`src/rtl/mem_arb_pkg.sv`:
```
// Shared constants, FSM state type and power-on memory image for mem_access_arbiter.
package mem_arb_pkg;

  localparam int unsigned ADDR_WIDTH_DEFAULT = 2;
  localparam int unsigned DATA_WIDTH_DEFAULT = 4;

  typedef enum logic [1:0] {StIdle, StAccess, StResp} state_e;

  localparam logic [DATA_WIDTH_DEFAULT-1:0] INIT_WORDS [4] = '{4'h4, 4'hC, 4'h6, 4'h7};

  // Words beyond the defined image read back as zero.
  function automatic logic [DATA_WIDTH_DEFAULT-1:0] init_word(input int unsigned idx);
    logic [31:0] i;
    i = idx;
    return (i < 32'd4) ? INIT_WORDS[i[1:0]] : '0;
  endfunction

endpackage

```
`src/rtl/mem_access_arbiter_if.sv`:
```
// Requester-side bus of mem_access_arbiter: two request channels plus shared response.
interface mem_access_arbiter_if
  import mem_arb_pkg::*;
#(
  parameter int unsigned ADDR_WIDTH = ADDR_WIDTH_DEFAULT,
  parameter int unsigned DATA_WIDTH = DATA_WIDTH_DEFAULT
);
  logic                  req0;
  logic                  we0;
  logic [ADDR_WIDTH-1:0] addr0;
  logic [DATA_WIDTH-1:0] wdata0;
  logic                  req1;
  logic                  we1;
  logic [ADDR_WIDTH-1:0] addr1;
  logic [DATA_WIDTH-1:0] wdata1;
  logic                  gnt0;
  logic                  gnt1;
  logic                  done0;
  logic                  done1;
  logic [DATA_WIDTH-1:0] rdata;
  logic                  busy;

  modport slave (
    input  req0, we0, addr0, wdata0, req1, we1, addr1, wdata1,
    output gnt0, gnt1, done0, done1, rdata, busy
  );

  modport master (
    output req0, we0, addr0, wdata0, req1, we1, addr1, wdata1,
    input  gnt0, gnt1, done0, done1, rdata, busy
  );
endinterface

```
`src/rtl/mem_array.sv`:
```
// Word storage for mem_access_arbiter. MEM_WRITE_EN: writable register array reloaded on reset;
// otherwise a constant lookup of the power-on image.
module mem_array
  import mem_arb_pkg::*;
#(
  parameter int unsigned ADDR_WIDTH = ADDR_WIDTH_DEFAULT,
  parameter int unsigned DATA_WIDTH = DATA_WIDTH_DEFAULT
) (
  input  logic                  clk,
  input  logic                  reset,
  input  logic                  we,
  input  logic [ADDR_WIDTH-1:0] addr,
  input  logic [DATA_WIDTH-1:0] wdata,
  output logic [DATA_WIDTH-1:0] rdata
);
  localparam int unsigned Depth = 2 ** ADDR_WIDTH;

`ifdef MEM_WRITE_EN
  logic [DATA_WIDTH-1:0] mem_q [Depth];

  // Reset has priority, so a write in progress when reset hits is dropped.
  always_ff @(posedge clk) begin
    if (reset) begin
      for (int unsigned i = 0; i < Depth; i++) begin
        mem_q[ADDR_WIDTH'(i)] <= DATA_WIDTH'(init_word(i));
      end
    end else if (we) begin
      mem_q[addr] <= wdata;
    end
  end

  assign rdata = mem_q[addr];
`else
  logic unused_wr;
  assign unused_wr = ^{clk, reset, we, wdata};

  always_comb begin
    rdata = DATA_WIDTH'(init_word(32'(addr)));
  end
`endif

endmodule

```
`src/rtl/mem_access_arbiter.sv`:
```
// Two-requester round-robin access controller for a small word memory (IDLE/ACCESS/RESP).
// Optional write path enabled by defining MEM_WRITE_EN.
module mem_access_arbiter
  import mem_arb_pkg::*;
#(
  parameter int unsigned ADDR_WIDTH = ADDR_WIDTH_DEFAULT,
  parameter int unsigned DATA_WIDTH = DATA_WIDTH_DEFAULT
) (
  input logic           clk,
  input logic           reset,
  mem_access_arbiter_if.slave bus
);
  state_e                state_q, state_d;
  logic                  id_q;
  logic                  last_q;
  logic [ADDR_WIDTH-1:0] addr_q;
  logic [DATA_WIDTH-1:0] rdata_q;
  logic [DATA_WIDTH-1:0] mem_rdata;
  logic                  we_q;
  logic [DATA_WIDTH-1:0] wdata_q;
  logic                  any_req;
  logic                  win;
  logic                  accept;

`ifndef MEM_WRITE_EN
  logic unused_wr;
  assign unused_wr = ^{bus.we0, bus.we1, bus.wdata0, bus.wdata1};
  assign we_q      = 1'b0;
  assign wdata_q   = '0;
`endif

  assign any_req = bus.req0 | bus.req1;
  // On a tie the requester not granted last wins; a lone request always wins.
  assign win     = (bus.req0 && bus.req1) ? ~last_q : bus.req1;
  assign accept  = (state_q == StIdle) && any_req;

  always_comb begin
    state_d = state_q;
    unique case (state_q)
      StIdle:   if (any_req) state_d = StAccess;
      StAccess: state_d = StResp;
      StResp:   state_d = StIdle;
      default:  state_d = StIdle;
    endcase
  end

  always_ff @(posedge clk) begin
    if (reset) begin
      state_q <= StIdle;
      last_q  <= 1'b1;
      id_q    <= 1'b0;
      addr_q  <= '0;
      rdata_q <= '0;
`ifdef MEM_WRITE_EN
      we_q    <= 1'b0;
      wdata_q <= '0;
`endif
    end else begin
      state_q <= state_d;
      if (accept) begin
        id_q   <= win;
        last_q <= win;
        addr_q <= win ? bus.addr1 : bus.addr0;
`ifdef MEM_WRITE_EN
        we_q    <= win ? bus.we1 : bus.we0;
        wdata_q <= win ? bus.wdata1 : bus.wdata0;
`endif
      end
      if (state_q == StAccess && !we_q) rdata_q <= mem_rdata;
    end
  end

  mem_array #(
    .ADDR_WIDTH(ADDR_WIDTH),
    .DATA_WIDTH(DATA_WIDTH)
  ) u_mem (
    .clk  (clk),
    .reset(reset),
    .we   ((state_q == StAccess) && we_q),
    .addr (addr_q),
    .wdata(wdata_q),
    .rdata(mem_rdata)
  );

  assign bus.gnt0  = (state_q == StAccess) && !id_q;
  assign bus.gnt1  = (state_q == StAccess) && id_q;
  assign bus.done0 = (state_q == StResp) && !id_q;
  assign bus.done1 = (state_q == StResp) && id_q;
  assign bus.busy  = (state_q != StIdle);
  assign bus.rdata = rdata_q;

endmodule

```
`src/flat_wrapper.sv`:
```
// flat-port wrapper written by rule: the top's interface ports become plain ports
module mem_access_arbiter_flat import mem_arb_pkg::*;
#(
  parameter int unsigned ADDR_WIDTH = ADDR_WIDTH_DEFAULT,
  parameter int unsigned DATA_WIDTH = DATA_WIDTH_DEFAULT
)
  (clk, reset, bus_req0, bus_we0, bus_addr0, bus_wdata0, bus_req1, bus_we1, bus_addr1, bus_wdata1, bus_gnt0, bus_gnt1, bus_done0, bus_done1, bus_rdata, bus_busy);
  mem_access_arbiter_if #(.ADDR_WIDTH(ADDR_WIDTH), .DATA_WIDTH(DATA_WIDTH)) bus_i ();
  input logic clk;
  input logic reset;
  input wire logic [$bits(bus_i.req0)-1:0] bus_req0;
  input wire logic [$bits(bus_i.we0)-1:0] bus_we0;
  input wire logic [$bits(bus_i.addr0)-1:0] bus_addr0;
  input wire logic [$bits(bus_i.wdata0)-1:0] bus_wdata0;
  input wire logic [$bits(bus_i.req1)-1:0] bus_req1;
  input wire logic [$bits(bus_i.we1)-1:0] bus_we1;
  input wire logic [$bits(bus_i.addr1)-1:0] bus_addr1;
  input wire logic [$bits(bus_i.wdata1)-1:0] bus_wdata1;
  output wire logic [$bits(bus_i.gnt0)-1:0] bus_gnt0;
  output wire logic [$bits(bus_i.gnt1)-1:0] bus_gnt1;
  output wire logic [$bits(bus_i.done0)-1:0] bus_done0;
  output wire logic [$bits(bus_i.done1)-1:0] bus_done1;
  output wire logic [$bits(bus_i.rdata)-1:0] bus_rdata;
  output wire logic [$bits(bus_i.busy)-1:0] bus_busy;
  assign bus_i.req0 = bus_req0;
  assign bus_i.we0 = bus_we0;
  assign bus_i.addr0 = bus_addr0;
  assign bus_i.wdata0 = bus_wdata0;
  assign bus_i.req1 = bus_req1;
  assign bus_i.we1 = bus_we1;
  assign bus_i.addr1 = bus_addr1;
  assign bus_i.wdata1 = bus_wdata1;
  assign bus_gnt0 = bus_i.gnt0;
  assign bus_gnt1 = bus_i.gnt1;
  assign bus_done0 = bus_i.done0;
  assign bus_done1 = bus_i.done1;
  assign bus_rdata = bus_i.rdata;
  assign bus_busy = bus_i.busy;
  mem_access_arbiter #(.ADDR_WIDTH(ADDR_WIDTH), .DATA_WIDTH(DATA_WIDTH)) u_core (.clk(clk), .reset(reset), .bus(bus_i));
endmodule
```
`config.mk`:
```
export PLATFORM = sky130hd
export DESIGN_NAME = mem_access_arbiter_flat
export DESIGN_NICKNAME = d
export VERILOG_FILES = /design/src/rtl/mem_arb_pkg.sv /design/src/rtl/mem_access_arbiter_if.sv /design/src/rtl/mem_array.sv /design/src/rtl/mem_access_arbiter.sv /design/src/flat_wrapper.sv
export SDC_FILE = /design/constraint.sdc
export NUM_CORES = 1
export LEC_CHECK = 0
export ABC_AREA = 1
export CAP_MARGIN = 0
export CORE_AREA = 2 2 39 41
export DETAILED_ROUTE_END_ITERATION = 8
export DIE_AREA = 0 0 41 43
export HOLD_SLACK_MARGIN = 0.08
export MAX_ROUTING_LAYER = met4
export PLACE_DENSITY = 0.77
export SLEW_MARGIN = 25
export SYNTH_ARGS = -nofsm -noshare
export SYNTH_HDL_FRONTEND = slang
export SYNTH_SLANG_ARGS = --single-unit
```
`constraint.sdc`:
```
create_clock -name clk -period 0.92 [get_ports clk]
set_input_delay 0.138 -clock clk [delete_from_list [all_inputs] [get_ports clk]]
set_output_delay 0.138 -clock clk [all_outputs]
set_load 0.005 [all_outputs]
```
# After elaboration in Yosys (flattened, before gate mapping)
# Index checks and enable logic that the tools add are counted.
[classes] reduce_logical=9 eq_ne=3 n_lt_le_gt_ge=1 muxes=7 n_bitwise=3
[op_table] cell="$bmux W4 S2" n=1
[op_table] cell="$mux W4" n=2
[op_table] cell="$logic_and A1 B1 Y1" n=6
[op_table] cell="$mux W2" n=2
[op_table] cell="$pmux W2 S2" n=1
[op_table] cell="$ge A3 B3 Y1 const B" n=1
[op_table] cell="$not A2 Y3" n=1
[op_table] cell="$eq A2 B1 Y1 const B" n=1
[op_table] cell="$eq A2 B2 Y1 const B" n=1
[op_table] cell="$logic_not A2 Y1" n=1
[op_table] cell="$ne A2 B1 Y1 const B" n=1
[op_table] cell="$reduce_bool A2 Y1" n=1
[op_table] cell="$logic_not A1 Y1" n=1
[op_table] cell="$mux W1" n=1
[op_table] cell="$not A1 Y1" n=1
[op_table] cell="$or A1 B1 Y1" n=1
[totals] out_inout_bits=9 ff_bits=10 wordCells=28 input_bits=18

# Longest topological paths before layout
[depth] ltp_word=4 ltp_mapped=6 ltp_nobuf=6

# Cells and area by module
# Synthesis repeated with hierarchy kept, for this count alone.
[unflattened] cells_unflattened=69 area_unflattened_um2=478.0
[by_module_without_submodules] mod="mem_access_arbiter" cells_per_inst=62 n_inst=1 seq_area_each_um2=200.2 area_each_um2=441.7
[by_module_without_submodules] mod="mem_array" cells_per_inst=7 n_inst=1 seq_area_each_um2=0.0 area_each_um2=36.3

# Worst setup path before layout
# Ideal clock, no wire load.
[synth_path] path_kind="register to register" startpoint="register u_core.state_q[0]" endpoint="register u_core.addr_q[0]" setup_slack_ns=0.064 arrival_time_ns=0.745 path_buffers=0 stages_incl_launch_ff=7 synth_period_minus_slack_ns=0.856 setup_time_ns=0.112 t_required_ns=0.808 path_cell_list="dfxtp_1 > inv_1 > nand2_2 > nor2_2 > nand2_1 > nor2_1 > nor2_1"
[synth_via] elab_chain_cells=2
[synth_rtl] element="start: declaration" line_no="mem_access_arbiter.sv:13" source="state_e state_q, state_d;"
[synth_rtl] element="start signal: assignment" line_no="mem_access_arbiter.sv:49" source="state_q <= StIdle;"
[synth_rtl] element="start signal: assignment" line_no="mem_access_arbiter.sv:59" source="state_q <= state_d;"
[synth_rtl] element="$logic_not A2 Y1" line_no="mem_access_arbiter.sv:35" source="assign accept = (state_q == StIdle) && any_req;"
[synth_rtl] element="$logic_and A1 B1 Y1" line_no="mem_access_arbiter.sv:35"
[synth_rtl] element="end signal: assignment" line_no="mem_access_arbiter.sv:63" source="addr_q <= win ? bus.addr1 : bus.addr0;"
[synth_rtl] element="end: declaration" line_no="mem_access_arbiter.sv:16" source="logic [ADDR_WIDTH-1:0] addr_q;"
# No other way between the ends.
# A chain may end at the register's enable or synchronous reset.

# Worst setup path after layout
[layout_path] startpoint="register u_core.state_q[0]" endpoint="output bus_gnt1"
[layout_via] elab_chain_cells=2
[layout_rtl] element="$eq A2 B1 Y1" line_no="mem_access_arbiter.sv:86" source="assign bus.gnt1 = (state_q == StAccess) && id_q;"
[layout_rtl] element="$logic_and A1 B1 Y1" line_no="mem_access_arbiter.sv:86"
[layout_rtl] element="end: declaration" line_no="flat_wrapper.sv:20" source="output wire logic [$bits(bus_i.gnt1)-1:0] bus_gnt1;"
# No other way between the ends.

==> metrics.txt <==
# TYPE chip_impl_metric gauge
chip_impl_info{name="status",value="complete, but fails checks"} 1
chip_impl_info{name="failed_checks",value="negative setup slack"} 1
chip_impl_metric{name="setup_viol",unit=""} 9
chip_impl_info{name="worst_path_class_setup",value="flip-flop to primary output"} 1
chip_impl_metric{name="ioPinCount",unit=""} 27
chip_impl_metric{name="max-slew-margin-rel",unit=""} 0.799
chip_impl_metric{name="htree_levels",unit=""} 1
chip_impl_metric{name="detail_route.drc_violations",unit=""} 0
chip_impl_metric{name="post-route-cell-area",unit="µm²"} 732
chip_impl_info{name="worstReg2RegStart",value="u_core.state_q[0]"} 1
chip_impl_metric{name="cts.reportedPaths.clkPinSlew",unit="ns"} 0.07
chip_impl_metric{name="ff_latch_area",unit="µm²"} 211
chip_impl_metric{name="hold_path_depth",unit=""} 3
chip_impl_metric{name="detail-route-antenna-nets",unit=""} 0
chip_impl_metric{name="number_of_clock_buffers_inserted_by_tritoncts",unit=""} 3
chip_impl_info{name="worst_hold_path.endpoint",value="u_core.id_q"} 1
chip_impl_metric{name="num_vias",unit=""} 481
chip_impl_metric{name="synth.net_count",unit=""} 79
chip_impl_metric{name="number_of_buffer_cells_added_on_primary_ports",unit=""} 16
chip_impl_metric{name="worstRegToRegCells",unit=""} 8
chip_impl_metric{name="placeableCoreArea",unit="µm²"} 1380
chip_impl_metric{name="worst-endpoint-required",unit="ns"} 0.78
chip_impl_metric{name="yosys_warnings",unit=""} 0
chip_impl_metric{name="grt-ovfl-total",unit=""} 0
chip_impl_metric{name="netlist_instances",unit=""} 61
chip_impl_metric{name="synth.lib_cells_used.distinct",unit=""} 13
chip_impl_metric{name="crit_fanout",unit=""} 4
chip_impl_info{name="tritoncts",value="built"} 1
chip_impl_metric{name="final.fill_count",unit=""} 144
chip_impl_metric{name="gp_congestion",unit=""} 0.740
chip_impl_metric{name="post_drt_wl_per_cell",unit="µm"} 9.49
chip_impl_metric{name="hold_viol",unit=""} 0
chip_impl_metric{name="chip_width",unit="µm"} 41
chip_impl_metric{name="routed_wl",unit="µm"} 1010
chip_impl_metric{name="leakage",unit="nW"} 0.364
chip_impl_info{name="netlist_top_cells_area",value="dfxtp_1 46%, nand2_1 14%, nor2_1 7.8%"} 1
chip_impl_metric{name="syn-cell-area",unit="µm²"} 435
chip_impl_metric{name="cts_buffer_depth",unit=""} 2
chip_impl_metric{name="post_route_cells_drive_above_1_share",unit=""} 0.467
chip_impl_metric{name="synth.ff_latch_count",unit=""} 10
chip_impl_metric{name="worst-endpoint-arrival",unit="ns"} 0.99
chip_impl_metric{name="hpwlAfterDp",unit="µm"} 706
chip_impl_metric{name="final-max-slew-violation-count",unit=""} 0
chip_impl_metric{name="route.detailed.vias_per_inst",unit=""} 4.54
chip_impl_info{name="hold_path.class",value="primary input to flip-flop"} 1
chip_impl_metric{name="initial_core_util",unit=""} 0.315
chip_impl_metric{name="first_pass_grt_wire_length",unit="µm"} 1450
chip_impl_info{name="worstSetupStartpointType",value="flip-flop"} 1
chip_impl_metric{name="cts.sinks",unit=""} 10
chip_impl_metric{name="worstSkewPairLatency",unit="ns"} 0.26
chip_impl_metric{name="die_y",unit="µm"} 43
chip_impl_metric{name="row_count",unit=""} 14
chip_impl_metric{name="initial_antenna_violation_count",unit=""} 0
chip_impl_metric{name="multi_input_gate_area_in_the_final_layout",unit="µm²"} 243
chip_impl_metric{name="powerDensity",unit="nW/µm²"} 1560
chip_impl_metric{name="drt-initial-drc-count",unit=""} 8
chip_impl_info{name="crit-reg2reg-capture",value="u_core.addr_q[1]"} 1
chip_impl_info{name="clockRootBuffer",value="clkbuf_4"} 1
chip_impl_metric{name="area_added_between_synthesis_and_finish",unit="%"} 68.1
chip_impl_metric{name="power.ir.vdd_worst",unit="mV"} 0.568
chip_impl_metric{name="period_needed",unit="ns"} 1.13
chip_impl_metric{name="grt_start_max_net_pins",unit=""} 8
chip_impl_info{name="worst_setup_path_end_kind",value="primary output"} 1
chip_impl_info{name="critical_path.startpoint",value="u_core.state_q[0]"} 1
chip_impl_metric{name="worst_slew_pin_slew",unit="ns"} 0.301
chip_impl_info{name="grt_setup_unrepaired",value="yes"} 1
chip_impl_metric{name="finalWorstSetupSlack",unit="ns"} -0.207
chip_impl_info{name="yosys.area.top_type",value="dfxtp_1"} 1
chip_impl_metric{name="timing.fmax",unit="MHz"} 888
chip_impl_metric{name="global_route_total_usage_across_every_layer",unit=""} 0.126
chip_impl_metric{name="dr.pass1.iters",unit=""} 4
chip_impl_metric{name="dp_worst_setup_slack",unit="ns"} -0.394
chip_impl_metric{name="nets",unit=""} 109
chip_impl_metric{name="max_cap_viol_count",unit=""} 0
chip_impl_metric{name="post-synth-top-area-fraction",unit=""} 0.460
chip_impl_metric{name="setup.reg_to_reg.worst_slack",unit="ns"} -0.15
chip_impl_metric{name="seq_area_frac_synth",unit=""} 0.460
chip_impl_metric{name="first_global_vias",unit=""} 404
chip_impl_metric{name="clock-skew-final",unit="ns"} 0.00204
chip_impl_metric{name="whs",unit="ns"} 0.336
chip_impl_metric{name="dpl-instance-area",unit="µm²"} 668
chip_impl_info{name="hold_start",value="bus_req1"} 1
chip_impl_metric{name="final_min_period_over_clock_period",unit=""} 1.22
chip_impl_metric{name="syn-mean-instance-area",unit="µm²"} 7.14
chip_impl_metric{name="num_antenna_cells",unit=""} 0
chip_impl_metric{name="design.die.area",unit="µm²"} 1760
-- stage by stage --
step	cells	power [mW]	setup TNS, ns	utilization
2_1_floorplan	61	0.609	0	-
3_3_place_gp	100	0.738	-3.42	0.483
3_5_place_dp	100	0.744	-3.76	0.483
4_1_cts	106	1.13	-1.24	0.523
5_1_grt	106	1.20	-1.90	0.529
6_report	106	1.14	-1.28	0.529
-- where the power goes --
part | internal [mW] | switching [mW]
clock | 0.240 | 0.146
sequential | 0.470 | 0.0259
combinational | 0.132 | 0.128
-- how the worst max path moves through the flow --
stage,end,slack [ns],cells after the start
after detailed placement,bus_gnt1,-0.39,5
after global routing,bus_gnt0,-0.27,5
after floorplan,u_core.addr_q[0],0.06,6
final,bus_gnt1,-0.21,5
after global placement,bus_done1,-0.37,3
after CTS,bus_gnt1,-0.22,5
-- timing repair --
action / CTS / global route
setup endpoints to repair: 15 / 17
gates resized for setup: 43 / 12
pin swaps: 2 / 1
buffers inserted: 3 / 2
hold buffers: 0 / 0
-- synth_stat cells --
| library cell | instances |
|---|---|
| nand3_1 | 6 |
| nand2_1 | 16 |
| nor3_1 | 2 |
| dfxtp_1 | 10 |
| nand2_2 | 1 |
| o21ai_2 | 2 |
| inv_1 | 7 |
| inv_2 | 1 |
| a21oi_1 | 3 |
| a21boi_0 | 2 |
| nor2_1 | 9 |
| nor2_2 | 1 |
| nor2_4 | 1 |
-- flip-flops by register name (all words and copies together) (netlist names) --
register and flops:
u_core.addr_q 2, u_core.bus.rdata 4, u_core.id_q 1, u_core.last_q 1, u_core.state_q 2
-- placed cells by master, fill, tap and decap left out --
master           netlist  layout
o21ai_4                0       1
nand2_4                0       2
buf_4                  0       9
inv_2                  1       3
clkbuf_8               0       1
inv_1                  7       5
dfxtp_2                0       6
buf_2                  0       5
a21oi_1                3       3
nand2_2                1       3
dfxtp_1               10       3
buf_6                  0       1
o21ai_2                2       1
nor3_1                 2       2
nor2_1                 9       9
a21boi_0               2       2
clkbuf_2               0       3
dlymetal6s2s_1         0       1
clkdlybuf4s50_1        0       6
nand2_1               16      12
nand3_1                6       5
nor2_4                 1       2
clkbuf_4               0       3
dfxtp_4                0       1
nand3_2                0       1
-- metal layers --
layer / global-route usage / share of wire / up-vias
met3: 0.0314 / 0.066 / 4
met5: - / 0 / -
li1: - / - / 248
met2: 0.194 / 0.52 / 18
met4: 0.0800 / 0.012 / 0
met1: 0.136 / 0.40 / 211
-- critical path: stages, from the launching register on --
cell and delay, ns:
dfxtp_2 0.36, inv_2 0.06, nor2_4 0.09, inv_2 0.05
nor2_1 0.07, buf_2 0.11
-- cells by family after synthesis --
group / share of synthesized area
AOI/OAI and AO/OA: 0.109
and+or+nand+nor: 0.362
DFF: 0.460
buffers and inverters: 0.0690
-- layout make-up --
class / count / area share
sequential: 10 / 0.289
inverter: 8 / 0.0410
tap: 16 / 0.0274
timing repair buffer: 25 / 0.262
multi-input combinational: 43 / 0.332
clock buffer: 4 / 0.0496
Power figures use the tool's default switching activity.
